## src/rtl/synth_pkg.sv

```systemverilog
// Shared definitions for the synthesizer sample capture sink.
// Holds the default sample width, the Avalon-MM register map and the bit
// positions of the STATUS, CTRL and CMD register fields.
package synth_pkg;

    localparam int unsigned DATA_W_DEF = 24;

    typedef enum logic [1:0] {
        ADDR_DATA   = 2'd0,
        ADDR_STATUS = 2'd1,
        ADDR_CTRL   = 2'd2,
        ADDR_CMD    = 2'd3
    } reg_addr_e;

    // STATUS fields
    localparam int unsigned ST_LEVEL_MSB = 8;
    localparam int unsigned ST_EMPTY     = 9;
    localparam int unsigned ST_FULL      = 10;
    localparam int unsigned ST_OVERFLOW  = 11;
    localparam int unsigned ST_UNDERFLOW = 12;
    localparam int unsigned ST_DROP_LSB  = 16;

    // CTRL fields
    localparam int unsigned CTRL_EN      = 0;
    localparam int unsigned CTRL_IRQ_EN  = 1;
    localparam int unsigned CTRL_THR_LSB = 8;
    localparam int unsigned THR_W        = 9;

    // CMD fields
    localparam int unsigned CMD_FLUSH    = 0;
    localparam int unsigned CMD_CLEAR    = 1;

endpackage

```

## src/rtl/sample_fifo.sv

```systemverilog
// Ring buffer holding captured samples.
// Ports:
//   clk, reset_n      clock, asynchronous active-low reset
//   i_push, i_din     push request and sample to store
//   i_pop             pop request (head advances when not empty)
//   i_flush           empty the buffer; overrides push and pop
//   o_dout            current head sample (combinational)
//   o_level           entries held, 0..DEPTH
//   o_full, o_empty   level flags
module sample_fifo #(
    parameter int unsigned DEPTH  = 64,
    parameter int unsigned DATA_W = 24,
    parameter int unsigned LVL_W  = $clog2(DEPTH) + 1
) (
    input  logic              clk,
    input  logic              reset_n,
    input  logic              i_push,
    input  logic              i_pop,
    input  logic              i_flush,
    input  logic [DATA_W-1:0] i_din,
    output logic [DATA_W-1:0] o_dout,
    output logic [LVL_W-1:0]  o_level,
    output logic              o_full,
    output logic              o_empty
);

    localparam int unsigned PTR_W = $clog2(DEPTH);

    logic [DATA_W-1:0] r_mem [DEPTH];
    logic [PTR_W-1:0]  r_wr_ptr;
    logic [PTR_W-1:0]  r_rd_ptr;
    logic [LVL_W-1:0]  r_level;
    logic              w_do_push;
    logic              w_do_pop;

    assign o_full  = (r_level == LVL_W'(DEPTH));
    assign o_empty = (r_level == '0);
    assign o_level = r_level;
    assign o_dout  = r_mem[r_rd_ptr];

    // A pop frees a slot in the same cycle, so a full buffer still accepts a
    // push alongside it. Pop on empty never bypasses the incoming sample.
    assign w_do_pop  = i_pop && !o_empty && !i_flush;
    assign w_do_push = i_push && (!o_full || w_do_pop) && !i_flush;

    always_ff @(posedge clk or negedge reset_n) begin
        if (!reset_n) begin
            r_wr_ptr <= '0;
            r_rd_ptr <= '0;
            r_level  <= '0;
        end else if (i_flush) begin
            r_wr_ptr <= '0;
            r_rd_ptr <= '0;
            r_level  <= '0;
        end else begin
            if (w_do_push) r_wr_ptr <= r_wr_ptr + PTR_W'(1);
            if (w_do_pop)  r_rd_ptr <= r_rd_ptr + PTR_W'(1);
            case ({w_do_push, w_do_pop})
                2'b10:   r_level <= r_level + LVL_W'(1);
                2'b01:   r_level <= r_level - LVL_W'(1);
                default: r_level <= r_level;
            endcase
        end
    end

    // Storage is not reset; stale contents are unreachable once pointers clear.
    always_ff @(posedge clk) begin
        if (w_do_push) r_mem[r_wr_ptr] <= i_din;
    end

endmodule

```

## src/rtl/sample_capture_sink.sv

```systemverilog
// Captures an Avalon-ST sample stream into a ring buffer that a host drains
// through a small Avalon-MM register file.
// Ports:
//   clk, reset_n                 clock, asynchronous active-low reset
//   asi_snk0_valid/data/ready    sample stream sink (ready = CTRL.enable)
//   avs_s0_address/read/write    register access, read latency 1
//   avs_s0_writedata/readdata    register data
//   irq                          level interrupt: fill level >= threshold
module sample_capture_sink
    import synth_pkg::*;
#(
    parameter int unsigned DEPTH  = 64,
    parameter int unsigned DATA_W = DATA_W_DEF
) (
    input  logic        clk,
    input  logic        reset_n,
    input  logic        asi_snk0_valid,
    input  logic [31:0] asi_snk0_data,
    output logic        asi_snk0_ready,
    input  logic [1:0]  avs_s0_address,
    input  logic        avs_s0_read,
    input  logic        avs_s0_write,
    input  logic [31:0] avs_s0_writedata,
    output logic [31:0] avs_s0_readdata,
    output logic        irq
);

    localparam int unsigned LVL_W     = $clog2(DEPTH) + 1;
    localparam logic [THR_W-1:0] THR_RESET = THR_W'(DEPTH / 2);

    logic              r_enable;
    logic              r_irq_en;
    logic [THR_W-1:0]  r_threshold;
    logic              r_overflow;
    logic              r_underflow;
    logic [15:0]       r_drop_cnt;
    logic [31:0]       r_readdata;
    logic              r_irq;

    logic              w_push_req;
    logic              w_pop_req;
    logic              w_flush;
    logic              w_clear;
    logic              w_ctrl_wr;
    logic              w_drop;
    logic              w_underflow;
    logic [DATA_W-1:0] w_dout;
    logic [LVL_W-1:0]  w_level;
    logic              w_full;
    logic              w_empty;
    logic [31:0]       w_status;
    logic [31:0]       w_ctrl;
    logic [31:0]       w_rd_mux;
    logic              w_unused;

    assign w_unused = &{1'b0, asi_snk0_data, avs_s0_writedata};

    assign asi_snk0_ready  = r_enable;
    assign avs_s0_readdata = r_readdata;
    assign irq             = r_irq;

    assign w_push_req  = asi_snk0_valid && r_enable;
    assign w_pop_req   = avs_s0_read && (avs_s0_address == ADDR_DATA);
    assign w_underflow = w_pop_req && w_empty;
    assign w_ctrl_wr   = avs_s0_write && (avs_s0_address == ADDR_CTRL);
    assign w_flush     = avs_s0_write && (avs_s0_address == ADDR_CMD)
                         && avs_s0_writedata[CMD_FLUSH];
    assign w_clear     = avs_s0_write && (avs_s0_address == ADDR_CMD)
                         && avs_s0_writedata[CMD_CLEAR];

    // Full buffer drops only when no pop frees a slot; flush swallows the
    // push without counting it as a drop.
    assign w_drop = w_push_req && w_full && !w_pop_req && !w_flush;

    sample_fifo #(
        .DEPTH  (DEPTH),
        .DATA_W (DATA_W),
        .LVL_W  (LVL_W)
    ) u_fifo (
        .clk     (clk),
        .reset_n (reset_n),
        .i_push  (w_push_req),
        .i_pop   (w_pop_req),
        .i_flush (w_flush),
        .i_din   (asi_snk0_data[DATA_W-1:0]),
        .o_dout  (w_dout),
        .o_level (w_level),
        .o_full  (w_full),
        .o_empty (w_empty)
    );

    always_comb begin
        w_status = '0;
        w_status[ST_LEVEL_MSB:0]       = 9'(w_level);
        w_status[ST_EMPTY]             = w_empty;
        w_status[ST_FULL]              = w_full;
        w_status[ST_OVERFLOW]          = r_overflow;
        w_status[ST_UNDERFLOW]         = r_underflow;
        w_status[ST_DROP_LSB +: 16]    = r_drop_cnt;
    end

    always_comb begin
        w_ctrl = '0;
        w_ctrl[CTRL_EN]                = r_enable;
        w_ctrl[CTRL_IRQ_EN]            = r_irq_en;
        w_ctrl[CTRL_THR_LSB +: THR_W]  = r_threshold;
    end

    always_comb begin
        w_rd_mux = '0;
        case (reg_addr_e'(avs_s0_address))
            ADDR_DATA:   w_rd_mux = w_empty ? '0 : 32'($signed(w_dout));
            ADDR_STATUS: w_rd_mux = w_status;
            ADDR_CTRL:   w_rd_mux = w_ctrl;
            default:     w_rd_mux = '0;
        endcase
    end

    always_ff @(posedge clk or negedge reset_n) begin
        if (!reset_n) begin
            r_enable    <= 1'b0;
            r_irq_en    <= 1'b0;
            r_threshold <= THR_RESET;
            r_overflow  <= 1'b0;
            r_underflow <= 1'b0;
            r_drop_cnt  <= '0;
            r_readdata  <= '0;
            r_irq       <= 1'b0;
        end else begin
            if (w_ctrl_wr) begin
                r_enable    <= avs_s0_writedata[CTRL_EN];
                r_irq_en    <= avs_s0_writedata[CTRL_IRQ_EN];
                r_threshold <= avs_s0_writedata[CTRL_THR_LSB +: THR_W];
            end

            // A new event in the same cycle as a clear is kept.
            if (w_drop)           r_overflow <= 1'b1;
            else if (w_clear)     r_overflow <= 1'b0;

            if (w_underflow)      r_underflow <= 1'b1;
            else if (w_clear)     r_underflow <= 1'b0;

            if (w_clear)          r_drop_cnt <= {15'd0, w_drop};
            else if (w_drop && (r_drop_cnt != '1))
                                  r_drop_cnt <= r_drop_cnt + 16'd1;

            if (avs_s0_read)      r_readdata <= w_rd_mux;

            r_irq <= r_irq_en && (r_threshold != '0)
                     && (THR_W'(w_level) >= r_threshold);
        end
    end

endmodule

```

## config.mk

```make
export PLATFORM = sky130hd
export DESIGN_NAME = sample_capture_sink
export DESIGN_NICKNAME = d
export VERILOG_FILES = /design/src/rtl/synth_pkg.sv /design/src/rtl/sample_fifo.sv /design/src/rtl/sample_capture_sink.sv
export SDC_FILE = /design/constraint.sdc
export NUM_CORES = 2
export LEC_CHECK = 0
export CORE_ASPECT_RATIO = 1.1
export CORE_MARGIN = 2
export CORE_UTILIZATION = 26
export DETAILED_ROUTE_END_ITERATION = 12
export GPL_TIMING_DRIVEN = 0
export PLACE_DENSITY = 0.45
export REMOVE_ABC_BUFFERS = 1
export SKIP_LAST_GASP = 1
export SLEW_MARGIN = 20
export SYNTH_ARGS = -nofsm -noshare
export SYNTH_HDL_FRONTEND = slang
export SYNTH_SLANG_ARGS = --single-unit
export TNS_END_PERCENT = 20
```

## constraint.sdc

```tcl
create_clock -name clk -period 3.05 [get_ports clk]
set_input_delay 0.4575 -clock clk [delete_from_list [all_inputs] [get_ports clk]]
set_output_delay 0.4575 -clock clk [all_outputs]
set_load 0.02 [all_outputs]
```

Yosys cells after proc, flatten, opt, wreduce, memory -nomap -nowiden
Memory sizes are Yosys's and may differ from the RTL's.
Index checks and enable logic that the tools add are counted.
{"block": "op_classes", "n_addsub": 5, "n_mul": 0, "div_mod_pow": 0, "order_cmp": 1, "n_eq_ne": 7, "n_shift": 0, "n_mux": 15, "bitwise_logic": 0, "reduce_logical": 31}
{"operator": "$pmux W32 S3", "count": 1}
{"operator": "$mux W16", "count": 2}
{"operator": "$mux W32", "count": 1}
{"operator": "$mux W6", "count": 4}
{"operator": "$logic_and A1 B1 Y1", "count": 17}
{"operator": "$add A16 B1 Y16 const B", "count": 1}
{"operator": "$ne A16 B16 Y1 const B", "count": 1}
{"operator": "$pmux W7 S2", "count": 1}
{"operator": "$add A6 B1 Y6 const B", "count": 2}
{"operator": "$reduce_bool A2 Y1", "count": 5}
{"operator": "$ge A7 B9 Y1", "count": 1}
{"operator": "$reduce_bool A9 Y1", "count": 1}
{"operator": "$add A7 B1 Y7 const B", "count": 1}
{"operator": "$eq A7 B7 Y1 const B", "count": 1}
{"operator": "$logic_not A7 Y1", "count": 1}
{"operator": "$mux W7", "count": 1}
{"operator": "$sub A7 B1 Y7 const B", "count": 1}
{"operator": "$eq A2 B2 Y1 const B", "count": 3}
{"operator": "$mux W1", "count": 5}
{"operator": "$eq A2 B1 Y1 const B", "count": 2}
{"operator": "$logic_not A1 Y1", "count": 4}
{"operator": "$reduce_bool A3 Y1", "count": 1}
{"operator": "$logic_not A2 Y1", "count": 1}
{"operator": "$logic_or A1 B1 Y1", "count": 1}
{"block": "totals", "ff_bits": 81, "latchBits": 0, "mem_bits_rw": 1536, "romBits": 0, "inputBits": 71, "output_inout_bits": 34, "elab_cells": 71, "mem_count": 1}
{"name": "u_fifo.r_mem", "depth": 64, "word_bits": 24, "rd": 1, "rd_ports_with_merged_regs": 0, "wr": 1, "line_no": "sample_fifo.sv:29", "text": "logic [DATA_W-1:0] r_mem [DEPTH];"}

Longest topological paths before layout
{"block": "depth", "depth_word": 11, "mapped_depth": 14, "mapped_depth_nobuf": 12}

By module
From an unflattened synthesis, not the netlist that was laid out.
{"block": "hier_totals", "hier_cells": 2877, "area_unflattened_um2": 62951.6}
{"mod": "sample_fifo", "n_inst": 1, "cells_per_inst": 2552, "area_per_inst_um2": 59864.9}
{"mod": "sample_capture_sink", "n_inst": 1, "cells_per_inst": 325, "area_per_inst_um2": 3086.7}

Worst setup path before layout
Ideal clock, no wire load.
{"block": "synth_path", "kind": "input port to flip-flop", "start": "input avs_s0_read", "end": "register u_fifo.r_level[6], in the netlist u_fifo.o_level[6]", "arrival_ns": 3.356, "t_required_ns": 2.922, "setup_slack_ns": -0.434, "cell_stages": 14, "cell_sequence": "clkbuf_1 -> or3b_1 -> a41oi_2 -> nand2_1 -> ha_1 -> clkbuf_1 -> xor2_1 -> ha_1 -> a21boi_0 -> o22a_1 -> a211o_1 -> a31oi_1 -> xnor2_1 -> nor2_1"}
{"block": "synth_between", "elab_chain_cells": 9}
{"item": "start: declaration", "line_no": "sample_capture_sink.sv:21", "text": "input logic avs_s0_read,"}
{"item": "$logic_and A1 B1 Y1 *", "line_no": "sample_capture_sink.sv:63", "text": "assign w_pop_req = avs_s0_read && (avs_s0_address == ADDR_DATA);"}
{"item": "$logic_and A1 B1 Y1 * (2 in series)", "line_no": "sample_fifo.sv:43", "text": "assign w_do_pop = i_pop && !o_empty && !i_flush;"}
{"item": "$logic_or A1 B1 Y1", "line_no": "sample_fifo.sv:44", "text": "assign w_do_push = i_push && (!o_full || w_do_pop) && !i_flush;"}
{"item": "$logic_and A1 B1 Y1 (2 in series)", "line_no": "sample_fifo.sv:44"}
{"item": "$eq A2 B1 Y1 / $eq A2 B2 Y1 (equally long branches)", "line_no": "sample_fifo.sv:58", "text": "case ({w_do_push, w_do_pop})"}
{"item": "$pmux W7 S2", "line_no": "sample_fifo.sv:58"}
{"item": "$mux W7", "line_no": "sample_fifo.sv:51", "text": "end else if (i_flush) begin"}
{"item": "end signal: assignment", "line_no": "sample_fifo.sv:59", "text": "2'b10: r_level <= r_level + LVL_W'(1);"}
{"item": "end signal: assignment", "line_no": "sample_fifo.sv:60", "text": "2'b01: r_level <= r_level - LVL_W'(1);"}
{"item": "end signal: assignment", "line_no": "sample_fifo.sv:61", "text": "default: r_level <= r_level;"}
{"item": "end: declaration", "line_no": "sample_fifo.sv:32", "text": "logic [LVL_W-1:0] r_level;"}
Every way passes the cells marked *; elsewhere a longest branch is shown, timed or not.
A chain may end at the register's enable or synchronous reset.

Worst setup path in the final report
{"block": "layout_path", "start": "register u_fifo.r_rd_ptr[0]", "end": "register r_readdata[11], in the netlist avs_s0_readdata[11]"}
{"block": "layout_between", "elab_chain_cells": 3}
{"item": "start: declaration", "line_no": "sample_fifo.sv:31", "text": "logic [PTR_W-1:0] r_rd_ptr;"}
{"item": "start signal: assignment", "line_no": "sample_fifo.sv:57", "text": "if (w_do_pop) r_rd_ptr <= r_rd_ptr + PTR_W'(1);"}
{"item": "$mem_v2 Z64 W24"}
{"item": "$mux W32", "line_no": "sample_capture_sink.sv:112", "text": "ADDR_DATA: w_rd_mux = w_empty ? '0 : 32'($signed(w_dout));"}
{"item": "$pmux W32 S3", "line_no": "sample_capture_sink.sv:111", "text": "case (reg_addr_e'(avs_s0_address))"}
{"item": "end signal: assignment", "line_no": "sample_capture_sink.sv:147", "text": "if (avs_s0_read) r_readdata <= w_rd_mux;"}
{"item": "end: declaration", "line_no": "sample_capture_sink.sv:37", "text": "logic [31:0] r_readdata;"}
Every way passes these cells.

==> out/results.tsv <==
stage	metric	value	unit
timing	slew-limit-headroom	25.9	%
layout	layout.nets	3581	
setup_path	r2r_start	u_fifo.r_rd_ptr[0]	
synthesis	post_synth.cell_area_avg	20.1	um^2
min_path	hp-class	input pin to async pin	
timing	tightest_slew	1.11	ns
timing	fin_ws	-0.132	ns
synthesis	synthFlopType	edfxtp_1	
setup_path	reg2reg_depth	8	
floorplanning	coreArea	241000	um^2
setup_path	worstPathArrival	3.85	ns
global_routing	first_global_vias	33302	
synthesis	ys_warn_count	0	
synthesis	synthCells	3132	
timing	hold-worst-slack	0.0640	ns
layout	post-route-util	32.5	%
layout	drive_gt1_share	27.6	%
global_routing	antenna_found_initial	18	
clock_tree	insertion_delay	0.81	ns
floorplanning	die_area	246000	um^2
floorplanning	die-height	520	um
floorplanning	chipWidth	473	um
global_routing	grt-ovfl-total	0	
pwr	ir_drop	0.000577	V
routing	drcViolationCount	0	
clock_tree	numCtsBuffers	177	
floorplanning	io_pins	105	
clock_tree	cts_root_buffer	clkbuf_16	
global_routing	track_usage	15.7	%
clock_tree	clock_path_buffers	3	
global_routing	grt_max_degree	65	
setup_path	crit_fanout	27	
synthesis	synth-async-reset-ratio	5.01	%
clock_tree	cts_tree	built	
pwr	p_leak	24.4	nW
timing	hold_violations	0	
routing	drtIter0Drc	3171	
setup_path	cp.required	3.72	ns
place	pre_cts_slack	-2.05	ns
clock_tree	numClockSinks	1617	
pwr	p_per_area	796	nW/um^2
timing	max_freq	314	MHz
timing	final_max_slew_viol_count	0	
synthesis	ys_types	71	
setup_path	ff2ff_setup_slack	-0.13	ns
clock_tree	htree_levels	4	
floorplanning	start_util	26.1	%
job	maxCapViolations	0	
synthesis	synth_area	63000	um^2
setup_path	worstReg2RegEnd	avs_s0_readdata[11]	
place	port_buffers	75	
clock_tree	clkTransAtPathRegs	0.06	ns
routing	vias	32525	
timing	skew	0.0376	ns
floorplanning	rows	189	
outcome	status	finished, violations left	
routing	drtPass1Iterations	5	
place	dp_hpwl	125000	um
routing	ant_nets	0	
layout	final_cell_mix	edfxtp_1, mux4_2, mux2i_1	
synthesis	synth_seq_cells	1617	
timing	fin_crit	3.18	ns
layout	nFillCells	22784	
setup_path	cp-end-kind	flip-flop	
layout	final_common_cell	edfxtp_1	
layout	area_delta_synth_final	24.2	%
routing	avgRoutedWirePerCell	28.6	um
timing	period_share	104	%
setup_path	crit_type	flip-flop to flip-flop	
synthesis	yosysSeqAreaShare	76.5	%
routing	drt_wl_total	195000	um
global_routing	grt_pass1_wl	272000	um
routing	routed_via_density	4.78	
timing	rsz0062_at_grt	true	
outcome	violations	setup timing	
layout	fin_cells	6800	
place	finalWeightedCongestion	0.865	
timing	setup_violations	114	
place	dp_cells	6301	
synthesis	synth_edf_count	1536	
setup_path	cp-start-kind	flip-flop	
-- cell families after synthesis --
kind of cell | share of synthesized area, %
DFF | 76.5
muxes | 14.3
and+or+nand+nor | 2.92
AOI/OAI and AO/OA | 3.99
buffers and inverters | 1.66
xor gates and xnor gates | 0.375
adders and majority gates | 0.258
-- area by class of cell --
| class | instances | area [um^2] | area share [%] |
|---|---|---|---|
| tap | 3151 | 3940 | 5.04 |
| clock inverter | 76 | 578 | 0.739 |
| antenna | 12 | 30.0 | 0.0384 |
| multi-input combinational | 1321 | 14800 | 18.9 |
| sequential | 1617 | 48200 | 61.6 |
| clock buffer | 243 | 4800 | 6.13 |
| timing repair buffer | 366 | 5910 | 7.56 |
| inverter | 14 | 52.6 | 0.0672 |
-- cells in the mapped netlist (18+ instances only) --
master    count  share of area (%)
edfxtp_1   1536                 73
mux4_2      284                 10
mux2i_1     245                3.9
nor2_1      174                1.0
a22oi_1      93                1.1
dfrtp_1      80                3.2
o22ai_1      63               0.63
a21oi_1      58               0.46
clkbuf_1     58               0.35
nand2_1      57               0.34
a221oi_1     52               0.72
buf_2        52               0.41
buf_4        45               0.54
nand3_1      35               0.28
nor2b_1      22               0.22
nor4_1       18               0.18
-- state kept, by name, summed over array words and instances (netlist names) --
register / flops
r_threshold: 9
u_fifo.o_level: 7
u_fifo.r_rd_ptr: 6
avs_s0_readdata: 32
irq: 1
r_irq_en: 1
asi_snk0_ready: 1
r_underflow: 1
u_fifo.r_mem: 1536
u_fifo.r_wr_ptr: 6
r_drop_cnt: 16
r_overflow: 1
-- per-stage QoR --
step | total power [mW] | instance area [um^2] | TNS [ns]
6_report | 62.3 | 78300 | -3.37
5_1_grt | 64.6 | 78200 | -12.65
4_1_cts | 62.9 | 78000 | -38.08
3_5_place_dp | 41.1 | 70100 | -2537.86
3_3_place_gp | 32.1 | 66700 | -6560.73
2_1_floorplan | 30.7 | 62000 | -654.30
-- how the worst max path moves through the flow --
stage,start,end,cells past startpoint
after global routing,u_fifo.r_rd_ptr[0],avs_s0_readdata[3],10
after global placement,u_fifo.r_rd_ptr[0],avs_s0_readdata[14],6
after floorplan,u_fifo.r_rd_ptr[1],avs_s0_readdata[23],6
after CTS,asi_snk0_ready,u_fifo.o_level[6],12
after detailed placement,avs_s0_read,u_fifo.r_mem[43][15],8
final,u_fifo.r_rd_ptr[0],avs_s0_readdata[11],8
-- per-layer routing --
metal	vias up	routed length, um	global-route usage, %
met1	17602	80100	20.0
met4	4	6080	5.31
met3	251	8920	2.33
li1	13742	-	-
met2	926	99600	27.2
met5	-	23	0
-- repair_timing --
| action | CTS | global route |
|---|---|---|
| endpoints found under the hold margin | 86 | 0 |
| gates resized for setup | 75 | 20 |
| endpoints found under the setup margin | 1575 | 1386 |
| hold buffers | 2 | 0 |
| gates cloned | 10 | 0 |
| pin swaps | 67 | 7 |
| buffers inserted | 140 | 16 |
-- report_power, final --
part           internal, mW  leakage, nW  switching (mW)
Combinational          7.62         6.98            9.08
Sequential             24.8         14.8           0.650
Clock                  11.4         2.62            8.72
-- worst max-delay path: stages (launching register included) --
cell      delay [ns]
dfrtp_4         0.46
buf_4           0.13
buf_12          0.21
buf_16          0.24
mux4_2          0.54
a22o_1          0.25
a221oi_1        0.45
o311ai_1        0.35
a221o_1         0.40
No activity file was read; power rests on OpenSTA's default activity.
